--- src/rtl/command_executor_pkg.sv ---
// Shared types for the terminal command executor: command codes, FSM states,
// default screen geometry and a clamping helper for cursor arithmetic.
package DataType;

  localparam int ROWS_DEF = 24;
  localparam int COLS_DEF = 80;
  localparam int ROW_W    = 5;
  localparam int COL_W    = 7;

  typedef enum logic [3:0] {
    INPUT = 4'd0,
    CUU   = 4'd1,
    CUD   = 4'd2,
    CUF   = 4'd3,
    CUB   = 4'd4,
    CUP   = 4'd5,
    IND   = 4'd6,
    NEL   = 4'd7,
    RI    = 4'd8
  } CommandsType;

  // IDLE pop queue | DECODE act on command | WRITE RAM handshake | ADVANCE step column | SCROLL wait done
  typedef enum logic [2:0] {
    IDLE    = 3'd0,
    DECODE  = 3'd1,
    WRITE   = 3'd2,
    ADVANCE = 3'd3,
    SCROLL  = 3'd4
  } ExecState;

  typedef struct packed {
    CommandsType cmd_type;
    logic [7:0]  pn1;
    logic [7:0]  pn2;
    logic [7:0]  pchar;
  } cmd_t;

  localparam int CMD_W = $bits(cmd_t);

  // Signed width leaves headroom for row/col +/- 255, so clamping never sees a wrapped value.
  function automatic logic [6:0] clamp_pos(input logic signed [9:0] v,
                                           input logic signed [9:0] hi);
    logic [6:0] r;
    if (v < 0)       r = 7'd0;
    else if (v > hi) r = hi[6:0];
    else             r = v[6:0];
    return r;
  endfunction

endpackage

--- src/rtl/command_executor_cmd_fifo.sv ---
// Two-entry command queue; a push is accepted while full if a pop happens in the same cycle.
module cmd_fifo #(
  parameter int WIDTH = 8
) (
  input  logic             clk,
  input  logic             rst,
  input  logic             push_i,
  input  logic [WIDTH-1:0] data_i,
  input  logic             pop_i,
  output logic [WIDTH-1:0] data_o,
  output logic             empty_o,
  output logic             full_o
);

  logic [WIDTH-1:0] mem_q [2];
  logic             rd_ptr_q;
  logic             wr_ptr_q;
  logic [1:0]       count_q;
  logic             push_ok;
  logic             pop_ok;

  assign empty_o = (count_q == 2'd0);
  assign full_o  = (count_q == 2'd2);
  assign pop_ok  = pop_i && !empty_o;
  assign push_ok = push_i && (!full_o || pop_ok);
  assign data_o  = mem_q[rd_ptr_q];

  always_ff @(posedge clk or negedge rst) begin
    if (!rst) begin
      mem_q[0] <= '0;
      mem_q[1] <= '0;
      rd_ptr_q <= 1'b0;
      wr_ptr_q <= 1'b0;
      count_q  <= 2'd0;
    end else begin
      if (push_ok) begin
        mem_q[wr_ptr_q] <= data_i;
        wr_ptr_q        <= ~wr_ptr_q;
      end
      if (pop_ok) rd_ptr_q <= ~rd_ptr_q;
      case ({push_ok, pop_ok})
        2'b10:   count_q <= count_q + 2'd1;
        2'b01:   count_q <= count_q - 2'd1;
        default: count_q <= count_q;
      endcase
    end
  end

endmodule

--- src/rtl/command_executor.sv ---
// Terminal command executor: queues parser commands, moves the cursor, writes characters and requests scrolls.
// Optional EXECUTOR_AUTOWRAP_EN: a write in the last column wraps to column 0 of the next line.
module command_executor
  import DataType::*;
#(
  parameter int ROWS = ROWS_DEF,
  parameter int COLS = COLS_DEF
) (
  input  logic        clk,
  input  logic        rst,
  input  logic        cmd_valid,
  input  CommandsType cmd_type,
  input  logic [7:0]  pn1,
  input  logic [7:0]  pn2,
  input  logic [7:0]  pchar,
  output logic        busy,
  output logic        wr_req,
  input  logic        wr_ready,
  output logic [4:0]  wr_row,
  output logic [6:0]  wr_col,
  output logic [7:0]  wr_char,
  output logic        scroll_req,
  input  logic        scroll_done,
  output logic [4:0]  cursor_row,
  output logic [6:0]  cursor_col
);

  localparam logic signed [9:0] ROW_MAX  = 10'(ROWS - 1);
  localparam logic signed [9:0] COL_MAX  = 10'(COLS - 1);
  localparam logic [4:0]        ROW_LAST = 5'(ROWS - 1);
  localparam logic [6:0]        COL_LAST = 7'(COLS - 1);

  ExecState          state_q, state_d;
  cmd_t              cmd_q, cmd_d;
  logic [4:0]        row_q, row_d;
  logic [6:0]        col_q, col_d;
  logic              wr_req_q, wr_req_d;
  logic [4:0]        wr_row_q, wr_row_d;
  logic [6:0]        wr_col_q, wr_col_d;
  logic [7:0]        wr_char_q, wr_char_d;
  logic              scroll_req_q, scroll_req_d;

  cmd_t              fifo_head;
  cmd_t              fifo_in;
  logic              fifo_pop;
  logic              fifo_empty;
  logic              fifo_full;
  logic              do_ind;
  logic signed [9:0] step;
  logic signed [9:0] row_s;
  logic signed [9:0] col_s;

  assign fifo_in = '{cmd_type: cmd_type, pn1: pn1, pn2: pn2, pchar: pchar};

  cmd_fifo #(.WIDTH(CMD_W)) u_cmd_fifo (
    .clk     (clk),
    .rst     (rst),
    .push_i  (cmd_valid),
    .data_i  (fifo_in),
    .pop_i   (fifo_pop),
    .data_o  (fifo_head),
    .empty_o (fifo_empty),
    .full_o  (fifo_full)
  );

  assign step  = (cmd_q.pn1 == 8'd0) ? 10'sd1 : $signed({2'b00, cmd_q.pn1});
  assign row_s = $signed({5'b00000, row_q});
  assign col_s = $signed({3'b000, col_q});

  always_comb begin
    state_d      = state_q;
    cmd_d        = cmd_q;
    row_d        = row_q;
    col_d        = col_q;
    wr_req_d     = wr_req_q;
    wr_row_d     = wr_row_q;
    wr_col_d     = wr_col_q;
    wr_char_d    = wr_char_q;
    scroll_req_d = scroll_req_q;
    fifo_pop     = 1'b0;
    do_ind       = 1'b0;

    case (state_q)
      IDLE: begin
        if (!fifo_empty) begin
          fifo_pop = 1'b1;
          cmd_d    = fifo_head;
          state_d  = DECODE;
        end
      end
      DECODE: begin
        state_d = IDLE;
        case (cmd_q.cmd_type)
          INPUT: begin
            if (cmd_q.pchar >= 8'h20) begin
              state_d   = WRITE;
              wr_req_d  = 1'b1;
              wr_row_d  = row_q;
              wr_col_d  = col_q;
              wr_char_d = cmd_q.pchar;
            end else if (cmd_q.pchar == 8'h0D) begin
              col_d = '0;
            end else if (cmd_q.pchar == 8'h0A) begin
              do_ind = 1'b1;
            end else if (cmd_q.pchar == 8'h08) begin
              col_d = clamp_pos(col_s - 10'sd1, COL_MAX);
            end
          end
          CUU:     row_d = 5'(clamp_pos(row_s - step, ROW_MAX));
          CUD:     row_d = 5'(clamp_pos(row_s + step, ROW_MAX));
          CUF:     col_d = clamp_pos(col_s + step, COL_MAX);
          CUB:     col_d = clamp_pos(col_s - step, COL_MAX);
          CUP: begin
            // pn-1 with pn=0 goes negative and clamps to 0, giving max(pn,1)-1
            row_d = 5'(clamp_pos($signed({2'b00, cmd_q.pn1}) - 10'sd1, ROW_MAX));
            col_d = clamp_pos($signed({2'b00, cmd_q.pn2}) - 10'sd1, COL_MAX);
          end
          IND:     do_ind = 1'b1;
          NEL: begin
            col_d  = '0;
            do_ind = 1'b1;
          end
          RI:      row_d = 5'(clamp_pos(row_s - 10'sd1, ROW_MAX));
          default: ;
        endcase
      end
      WRITE: begin
        if (wr_ready) begin
          wr_req_d = 1'b0;
          state_d  = ADVANCE;
        end
      end
      ADVANCE: begin
        state_d = IDLE;
        if (col_q != COL_LAST) col_d = col_q + 7'd1;
`ifdef EXECUTOR_AUTOWRAP_EN
        else begin
          col_d  = '0;
          do_ind = 1'b1;
        end
`endif
      end
      SCROLL: begin
        if (scroll_done) begin
          scroll_req_d = 1'b0;
          state_d      = IDLE;
        end
      end
      default: state_d = IDLE;
    endcase

    if (do_ind) begin
      if (row_q == ROW_LAST) begin
        state_d      = SCROLL;
        scroll_req_d = 1'b1;
      end else begin
        row_d = row_q + 5'd1;
      end
    end
  end

  always_ff @(posedge clk or negedge rst) begin
    if (!rst) begin
      state_q      <= IDLE;
      cmd_q        <= '0;
      row_q        <= '0;
      col_q        <= '0;
      wr_req_q     <= 1'b0;
      wr_row_q     <= '0;
      wr_col_q     <= '0;
      wr_char_q    <= '0;
      scroll_req_q <= 1'b0;
    end else begin
      state_q      <= state_d;
      cmd_q        <= cmd_d;
      row_q        <= row_d;
      col_q        <= col_d;
      wr_req_q     <= wr_req_d;
      wr_row_q     <= wr_row_d;
      wr_col_q     <= wr_col_d;
      wr_char_q    <= wr_char_d;
      scroll_req_q <= scroll_req_d;
    end
  end

  assign busy       = fifo_full;
  assign wr_req     = wr_req_q;
  assign wr_row     = wr_row_q;
  assign wr_col     = wr_col_q;
  assign wr_char    = wr_char_q;
  assign scroll_req = scroll_req_q;
  assign cursor_row = row_q;
  assign cursor_col = col_q;

endmodule
--- config.mk ---
export PLATFORM = sky130hd
export DESIGN_NAME = command_executor
export DESIGN_NICKNAME = d
export VERILOG_FILES = /design/src/rtl/command_executor_pkg.sv /design/src/rtl/command_executor_cmd_fifo.sv /design/src/rtl/command_executor.sv
export SDC_FILE = /design/constraint.sdc
export NUM_CORES = 1
export LEC_CHECK = 0
export BUFFER_PORTS_ARGS = -buffer_cell sky130_fd_sc_hd__buf_2
export CAP_MARGIN = 20
export CORE_MARGIN = 2
export CORE_UTILIZATION = 25
export CTS_BUF_LIST = sky130_fd_sc_hd__clkbuf_16
export DETAILED_ROUTE_END_ITERATION = 8
export PLACE_DENSITY = 0.4
export SETUP_SLACK_MARGIN = 0.02
export SLEW_MARGIN = 25
export SYNTH_ARGS = -nofsm -noshare
export SYNTH_HDL_FRONTEND = slang
export SYNTH_SLANG_ARGS = --single-unit
--- constraint.sdc ---
create_clock -name clk -period 4.84 [get_ports clk]
set_input_delay 0.242 -clock clk [delete_from_list [all_inputs] [get_ports clk]]
set_output_delay 0.242 -clock clk [all_outputs]
set_load 0.01 [all_outputs]
## Yosys cells after proc, flatten, opt, wreduce, memory -nomap -nowiden

Cells that the tools add are included.

- Add/sub/neg operators: 12
- $lt $le $gt $ge: 20
- Equality and inequality tests: 28
- Muxes and demuxes: 58
- Bitwise operators: 5
- Reduce and logical (&&, ||, !) cells: 18

Operator list:

| operator | number |
|---|---|
| $mux 28 | 4 |
| $mux 7 | 13 |
| $bwmux 56 | 1 |
| $mux 5 | 11 |
| $lt 9x1->1 const B | 6 |
| $pmux 7 s5 | 1 |
| $demux 28 s1 | 1 |
| $eq 8x4->1 const B | 3 |
| $pmux 5 s4 | 1 |
| $gt 9x6->1 const B | 2 |
| $gt 9x8->1 const B | 2 |
| $sub 8x1->9 const B | 2 |
| $eq 4x3->1 const B | 4 |
| $mux 3 | 5 |
| $pmux 7 s2 | 1 |
| $mux 1 | 13 |
| $pmux 3 s4 | 1 |
| $add 5x8->9 | 1 |
| $add 7x8->9 | 1 |
| $gt 9x5->1 const B | 1 |
| $gt 9x7->1 const B | 1 |
| $sub 5x8->9 | 1 |
| $sub 7x8->9 | 1 |
| $eq 4x2->1 const B | 2 |
| other kinds (46) | 62 |

- Flip-flop bits (word level): 125
- Output and inout bits: 35
- Logic and storage cells: 158

## Logic depth before layout (Yosys ltp)

Gate-level depths: netlist of the first run.

- Word-level depth: 10
- Gate-level depth with buffers: 14

## Modules after synthesis

From an unflattened synthesis of the first run, not the netlist that was laid out.

- Cell total of the unflattened synthesis: 779
- Area total of the unflattened synthesis: 7926.4 µm²

Modules (own cells, without submodules):

| module | times used | cells each | area an instance (µm²) | sequential area each (µm²) |
|---|---|---|---|---|
| command_executor | 1 | 612 | 5193.7 | 1626.6 |
| cmd_fifo | 1 | 167 | 2732.6 | 1501.4 |

## Worst setup path before layout of the first run

No wires, ideal clock.

- Path kind: reg2reg
- Start: register cmd_q[17] (netlist bit)
- End: register col_q[0] (netlist: cursor_col[0])
- Arrival time: 3136 ps
- Slack: 1565 ps
- Stages on the path, launching flop included: 14
- Buffers on the path: 0
- Clock period less this slack: 3275 ps
- Path through: dfrtp_1 -> inv_1 -> ha_1 -> nand3_1 -> nand2_1 -> ha_1 -> fa_1 -> nor2b_4 -> or3b_1 -> a311oi_1 -> a211oi_1 -> or4_1 -> a21oi_2 -> a31oi_1

- Cells in the longest elaborated chain, start to end: 8
- Elaborated cells between the ends (all ways): 14
- Classes of those cells: add/sub: 2; order compare: 4; mux: 7; reduce/logical: 1

Ends and longest elaborated chain:

| item | RTL line | text |
|---|---|---|
| from (decl) | command_executor.sv:34 | `cmd_t cmd_q, cmd_d;` |
| from (signal assigned) | command_executor.sv:175 | `cmd_q <= cmd_d;` |
| $logic_not 8->1 | command_executor.sv:66 | `assign step = (cmd_q.pn1 == 8'd0) ? 10'sd1 : $signed({2'b00, cmd_q.pn1});` |
| $mux 8 * | command_executor.sv:66 |  |
| $sub 7x8->9 or $add 7x8->9 (tied branches) | command_executor.sv:112, command_executor.sv:111 |  |
| $gt 9x8->1 or $gt 9x7->1 (tied branches) | command_executor_pkg.sv:45 | `else if (v > hi) r = hi[6:0];` |
| $mux 7 | command_executor_pkg.sv:45 |  |
| $mux 7 | command_executor_pkg.sv:44 | `if (v < 0) r = 7'd0;` |
| $pmux 7 s5 * | command_executor.sv:93 | `case (cmd_q.cmd_type)` |
| $pmux 7 s2 * | command_executor.sv:83 | `case (state_q)` |
| to (signal assigned) | command_executor.sv:177 | `col_q <= col_d;` |
| to (decl) | command_executor.sv:36 | `logic [6:0] col_q, col_d;` |

Mark *: on every way between the ends. The rest lies on a longest branch, timed or not.
A chain may end at the register's enable or synchronous reset.

## Worst setup path in the final report of the first run

Same ends and word-level chain as after synthesis.

==> impl_metrics.env, run 1 <==
export IMPL_max_slew_margin=0.376
export IMPL_cts_root_buffer="clkbuf_16"
export IMPL_finalClockSkew_ns=0.0139
export IMPL_grtUsageTotal=0.136
export IMPL_cts_htree_levels=4
export IMPL_routed_wirelength_um=21900
export IMPL_avgViaCountPerCell=4.86
export IMPL_dp_cells=1248
export IMPL_place_hpwl_um=15900
export IMPL_ctsResizeCount=0
export IMPL_worst_path_max_fanout=8
export IMPL_synthesis_nets=899
export IMPL_ys_flop_type="dfrtp_1"
export IMPL_nNetsFinal=941
export IMPL_syn_inst=825
export IMPL_status="finished, final reports clean"
export IMPL_antennaDiodeCount=0
export IMPL_core_mm2=0.0314
export IMPL_synth_edf_count=0
export IMPL_dp_slack_ns=1.16
export IMPL_num_vias=6225
export IMPL_dr_first_iter_drc_count=402
export IMPL_finalNonFillerCells=1282
export IMPL_worst_pin_slew_ns=0.929
export IMPL_final_area_mm2=0.00915
export IMPL_grt_max_degree=84
export IMPL_synthArstFlopShare=1.00
export IMPL_critPathKind="reg -> reg"
export IMPL_power_density_mw_per_mm2=804
export IMPL_irDropWorstVdd_uv=276
export IMPL_final_util=0.291
export IMPL_fin_tns_setup_ns=0
export IMPL_synth_distinct_cells=78
export IMPL_grt_overflow=0
export IMPL_path_clk_slew_ns=0.06
export IMPL_start_util=0.253
export IMPL_io_pins=68
export IMPL_die_x_um=182
export IMPL_critPathLaunchType="register"
export IMPL_layout_common_cells="125 x dfrtp_1, 83 x nor2_1, 70 x mux2_2"
export IMPL_syn_to_final_growth_pct=15.4
export IMPL_dieArea_mm2=0.0332
export IMPL_final_hold_viol_count=0
export IMPL_required_ns=5.12
export IMPL_drive_above_1_share=0.218
export IMPL_power_total_mw=7.35
export IMPL_cts_sinks=125
export IMPL_die_y_um=182
export IMPL_period_needed_ns=3.71
export IMPL_port_buffers=67
export IMPL_wl_per_cell_um=17.1
export IMPL_clk_latency_ns=0.42
export IMPL_synth_seq_area_share=0.394
export IMPL_yosys_warnings=0
export IMPL_cts_buffer_depth=2
export IMPL_synth_seq_cells=125
export IMPL_power_leakage_nw=3.89
export IMPL_rows=65
export IMPL_syn_avg_cell_area_um2=9.61
export IMPL_cts_buffers=17
export IMPL_setup_ws_ns=1.13
export IMPL_drv_cap=0
export IMPL_worstPathArrival_ns=3.99
export IMPL_dpl_cell_area_mm2=0.00856
export IMPL_rsz0062_at_grt="false"
export IMPL_grt_pass1_vias=6201
export IMPL_final_common_cell="dfrtp_1"
export IMPL_cts_tree="built"
export IMPL_setup_violations=0
export IMPL_drt_pass1_iter_count=5
export IMPL_whs_ns=0.0385
export IMPL_endpoint_kind="register"
export IMPL_max_freq_mhz=270
export IMPL_fin_crit_sh=0.766
export IMPL_place_gp_congestion=0.827
export IMPL_drc=0
export IMPL_antenna_left=0
export IMPL_grt_pass1_wl_um=35200
export IMPL_syn_area_mm2=0.00793
export IMPL_min_path_type="in -> reg"
export IMPL_antenna_found_initial=0
export IMPL_drv_slew=0
==> final cells by class <==
| cell class | count | area (um2) |
|---|---|---|
| fillers | 3385 | 22200 |
| multi-input cells | 619 | 4440 |
| flip-flops and latches | 125 | 3130 |
| well taps | 402 | 503 |
| clock buffers | 17 | 425 |
| repair buffers | 74 | 399 |
| clock inverters | 15 | 141 |
| inverters | 30 | 113 |
==> synthesized netlist by cell type, drive strengths merged, types with 4 or more instances <==
master  count  area share
nor2       83       0.039
nand4       5      0.0039
mux2i      29       0.037
dfrtp     125        0.39
a31oi      14       0.011
o31ai      10      0.0095
fa          4       0.010
mux2       70       0.099
ha         37       0.058
a211oi      9      0.0085
nand2      53       0.025
clkbuf     32       0.018
nand3      19       0.012
nor3       23       0.015
o21ai      35       0.022
xor2       10       0.011
or3         7      0.0055
buf        19       0.014
nor2b      14       0.012
o21a        9      0.0085
or4         4      0.0038
nor4        9       0.012
nor3b       6      0.0063
xnor2      24       0.027
nand2b     14       0.011
a21oi      62       0.040
o22ai      10      0.0079
inv        30       0.014
a21o        4      0.0039
==> worst paths after layout <==
kind | end | depth (start not counted) | slack, ns | from
setup / recovery | cursor_col[0] | 13 | 1.13 | cmd_q[17]
hold / removal | wr_req | 2 | 0.04 | wr_ready
setup reg to reg | cursor_col[0] | 13 | 1.13 | cmd_q[17]
hold reg to reg | wr_col[1] | 2 | 0.47 | wr_col[1]
max in group asynchronous | u_cmd_fifo.mem_q[18] | 3 | 3.36 | rst
min in group asynchronous | u_cmd_fifo.mem_q[3] | 2 | 0.43 | rst
==> worst max-delay path, stage by stage (launching register included) <==
cell and delay, ns:
dfrtp_1 0.50, inv_1 0.17, ha_1 0.28, nand3_1 0.14
nand2_1 0.17, ha_1 0.25, fa_1 0.40, nor2b_4 0.15
or3b_1 0.36, a311oi_1 0.27, a211oi_1 0.09, or4_1 0.42
a21oi_2 0.26, a31oi_1 0.12
==> registers in the layout, summed over array words and instances (netlist names), 2 cells and up <==
signal and cells:
cmd_q 28, cursor_col 7, state_q 3, wr_col 7
u_cmd_fifo.count_q 2, cursor_row 5, wr_row 5, u_cmd_fifo.mem_q 56
wr_char 8
==> per-layer routing <==
metal  wire (um)  global-route usage
met5           0                   0
met4         240              0.0339
met3         865              0.0267
met2        9750               0.210
met1       11100               0.196
==> logic make-up (layout without fill, tap and decap cells) <==
logic type / count (synthesis) / count (layout) / synth area share
compound gates: 187 / 187 / 0.150
xor+xnor: 34 / 34 / 0.0376
fa+ha+maj: 41 / 41 / 0.0685
buf+inv: 81 / 136 / 0.0462
flops: 125 / 125 / 0.394
mux: 99 / 99 / 0.136
simple gates: 258 / 258 / 0.167
==> where the power goes <==
| group | leakage (nW) | switching (mW) | internal [mW] | total, mW |
|---|---|---|---|---|
| combinational | 2.13 | 2.21 | 1.68 | 3.89 |
| sequential | 1.48 | 0.638 | 1.57 | 2.21 |
| clock | 0.277 | 0.503 | 0.754 | 1.26 |
| total | 3.89 | 3.35 | 4.00 | 7.35 |
==> timing repair <==
action                                 CTS  global route
hold buffers                             2             0
endpoints found under the hold margin   83             0
buffers inserted                         0             0
Power figures use the tool's default switching activity.
==> inputs of run 2 (changes only) <==
Settings changed: ABC_AREA from default to 1.
Clock period 4.84 ns to 3.61 ns, I/O delays scaled along.
==> run 2 against run 1 <==
  * Sequential cell count unchanged
  * Critical endpoint is now cursor_row[2]
  * Critical path depth up 5
  * Utilization grew 0.59 points
  * Combinational power is 40% higher
  * Design area is essentially flat
  * First-iteration DRC count up 11%
  * Synthesized cell count up 23%
==> impl_metrics.env, run 2 <==
export IMPL_period_needed_ns=3.12
export IMPL_syn_area_mm2=0.00786
export IMPL_cts_sinks=125
export IMPL_cts_tree="built"
export IMPL_yosys_top_cells_area="dfrtp_1 40%, nand2_1 12%, ha_1 5.9%"
export IMPL_final_hold_viol_count=0
export IMPL_whs_ns=0.0164
export IMPL_setup_violations=0
export IMPL_cp_cell_sequence="inv_2, ha_1, nand3_2, nor2_1, nand2_1, o21ai_1, buf_4, ha_1, fa_1, nand2_1, a21oi_2, or2_1, o21ai_1, nand2_1, o21ai_0, nand3_1, nand2_1, nand2_1"
export IMPL_rrSetupSlack_ns=0.49
export IMPL_synth_top_area_cell="dfrtp_1"
export IMPL_cts_buffer_depth=2
export IMPL_min_path_type="in -> reg"
export IMPL_die_y_um=181
export IMPL_dp_cells=1452
export IMPL_grtUsageTotal=0.143
export IMPL_synth_edf_count=0
export IMPL_rows=64
export IMPL_core_mm2=0.0307
export IMPL_layout_common_cells="255 x nand2_1, 125 x dfrtp_1, 108 x inv_1"
export IMPL_drive_above_1_share=0.165
export IMPL_crit_slowest_cell="dfrtp_1"
export IMPL_drv_slew=0
export IMPL_worst_path_max_fanout=6
export IMPL_power_leakage_nw=4.53
export IMPL_dieArea_mm2=0.0329
export IMPL_synth_top_area_share=0.398
export IMPL_place_gp_congestion=0.827
export IMPL_grt_max_degree=83
export IMPL_fin_crit_sh=0.865
export IMPL_crit_top_cell="nand2_1"
export IMPL_critPathLaunchType="register"
export IMPL_grt_pass1_wl_um=36900
export IMPL_fillCellCount=3408
export IMPL_finalNonFillerCells=1486
export IMPL_power_density_mw_per_mm2=1060
export IMPL_cts_htree_levels=4
export IMPL_drt_pass1_iter_count=5
export IMPL_irDropWorstVdd_uv=506
export IMPL_wl_per_cell_um=15.1
export IMPL_antenna_left=0
export IMPL_required_ns=3.93
export IMPL_syn_inst=1012
export IMPL_endpoint_kind="register"
export IMPL_num_vias=6656
export IMPL_worstPathArrival_ns=3.45
export IMPL_synth_seq_area_share=0.398
export IMPL_path_clk_slew_ns=0.06
export IMPL_cts_buffers=17
export IMPL_dr_first_iter_drc_count=447
export IMPL_synthesis_nets=1086
export IMPL_syn_avg_cell_area_um2=7.77
export IMPL_cts_root_buffer="clkbuf_16"
export IMPL_finalClockSkew_ns=0.0280
export IMPL_synth_most_common_cell="nand2_1"
export IMPL_avgViaCountPerCell=4.48
export IMPL_port_buffers=67
export IMPL_synth_distinct_cells=49
export IMPL_final_common_cell="nand2_1"
export IMPL_dp_slack_ns=0.298
export IMPL_start_util=0.256
export IMPL_grt_pass1_vias=6624
export IMPL_top_register="u_cmd_fifo.mem_q"
export IMPL_place_hpwl_um=16500
export IMPL_drv_cap=0
export IMPL_die_x_um=181
export IMPL_antenna_found_initial=0
export IMPL_routed_wirelength_um=22400
export IMPL_drc=0
export IMPL_antennaDiodeCount=0
export IMPL_grt_overflow=0
export IMPL_largest_reg_flops=56
export IMPL_synth_seq_cells=125
export IMPL_max_slew_margin=0.441
export IMPL_worst_pin_slew_ns=0.838
export IMPL_yosys_warnings=0
export IMPL_syn_to_final_growth_pct=16.3
export IMPL_status="finished, final reports clean"
export IMPL_rsz0062_at_grt="false"
export IMPL_crit_path_max_incr_delay_ns=0.43
export IMPL_power_total_mw=9.72
export IMPL_synth_commonest_cells="255 x nand2_1, 125 x dfrtp_1, 108 x inv_1"
export IMPL_nNetsFinal=1151
export IMPL_critPathKind="reg -> reg"
export IMPL_fin_tns_setup_ns=0
export IMPL_synthArstFlopShare=1.00
export IMPL_setup_ws_ns=0.488
export IMPL_max_freq_mhz=320
export IMPL_ys_flop_type="dfrtp_1"
export IMPL_io_pins=68
export IMPL_clk_latency_ns=0.43
==> run 2: final cells by class <==
| class | instances | area (um2) | area share |
|---|---|---|---|
| clock inverter | 15 | 96.3 | 0.0105 |
| inverter | 124 | 467 | 0.0511 |
| clock buffer | 17 | 425 | 0.0465 |
| tap | 396 | 495 | 0.0542 |
| sequential | 125 | 3130 | 0.342 |
| multi-input combinational | 726 | 4050 | 0.443 |
| timing repair buffer | 83 | 479 | 0.0524 |
==> run 2: final timing paths <==
path	start	endpoint	depth (start not counted)
min in group asynchronous	rst	cursor_row[4]	2
hold reg to reg	u_cmd_fifo.mem_q[22]	u_cmd_fifo.mem_q[22]	2
max in group asynchronous	rst	u_cmd_fifo.mem_q[0]	3
hold / removal	pn2[4]	u_cmd_fifo.mem_q[40]	3
setup reg to reg	cmd_q[17]	cursor_row[2]	18
setup / recovery	cmd_q[17]	cursor_row[2]	18
==> run 2: routing by layer <==
metal	wire length, um	vias to the layer above	global-route usage
li1	-	3422	-
met2	9870	104	0.217
met4	306	0	0.0410
met1	11600	3111	0.206
met3	653	19	0.0270
met5	0	-	0
==> run 2: power by group <==
group | total, mW | internal (mW) | switching [mW]
sequential | 2.72 | 2.07 | 0.652
combinational | 5.44 | 1.99 | 3.45
clock | 1.56 | 0.871 | 0.688
==> run 2: cells by family after synthesis <==
group,synth area share
AO/OA/AOI/OAI,0.133
XOR/XNOR,0.0345
adder cells (fa/ha/maj),0.0691
buffers and inverters,0.0882
flip-flops,0.398
multiplexers,0.00955
AND/OR/NAND/NOR,0.268
==> run 2: metrics by stage <==
step	util	cell area, um2
after global routing	0.297	9140
final	0.297	9140
after detailed placement	0.280	8600
after global placement	0.280	8600
after floorplan	-	7860
after CTS	0.297	9140
==> run 2: repair_timing <==
item	in CTS	in global routing
endpoints found under the hold margin	82	0
setup buffers	0	0
hold buffers	2	0
gates resized for setup	0	2
setup endpoints to repair	0	5
==> run 2: worst max-delay path: cells and delay by family, from the launching register on <==
family	cells	cell delay (ns)
flops	1	0.43
compound gates	4	0.53
simple gates	9	0.92
buf+inv	2	0.28
fa+ha+maj	3	0.85
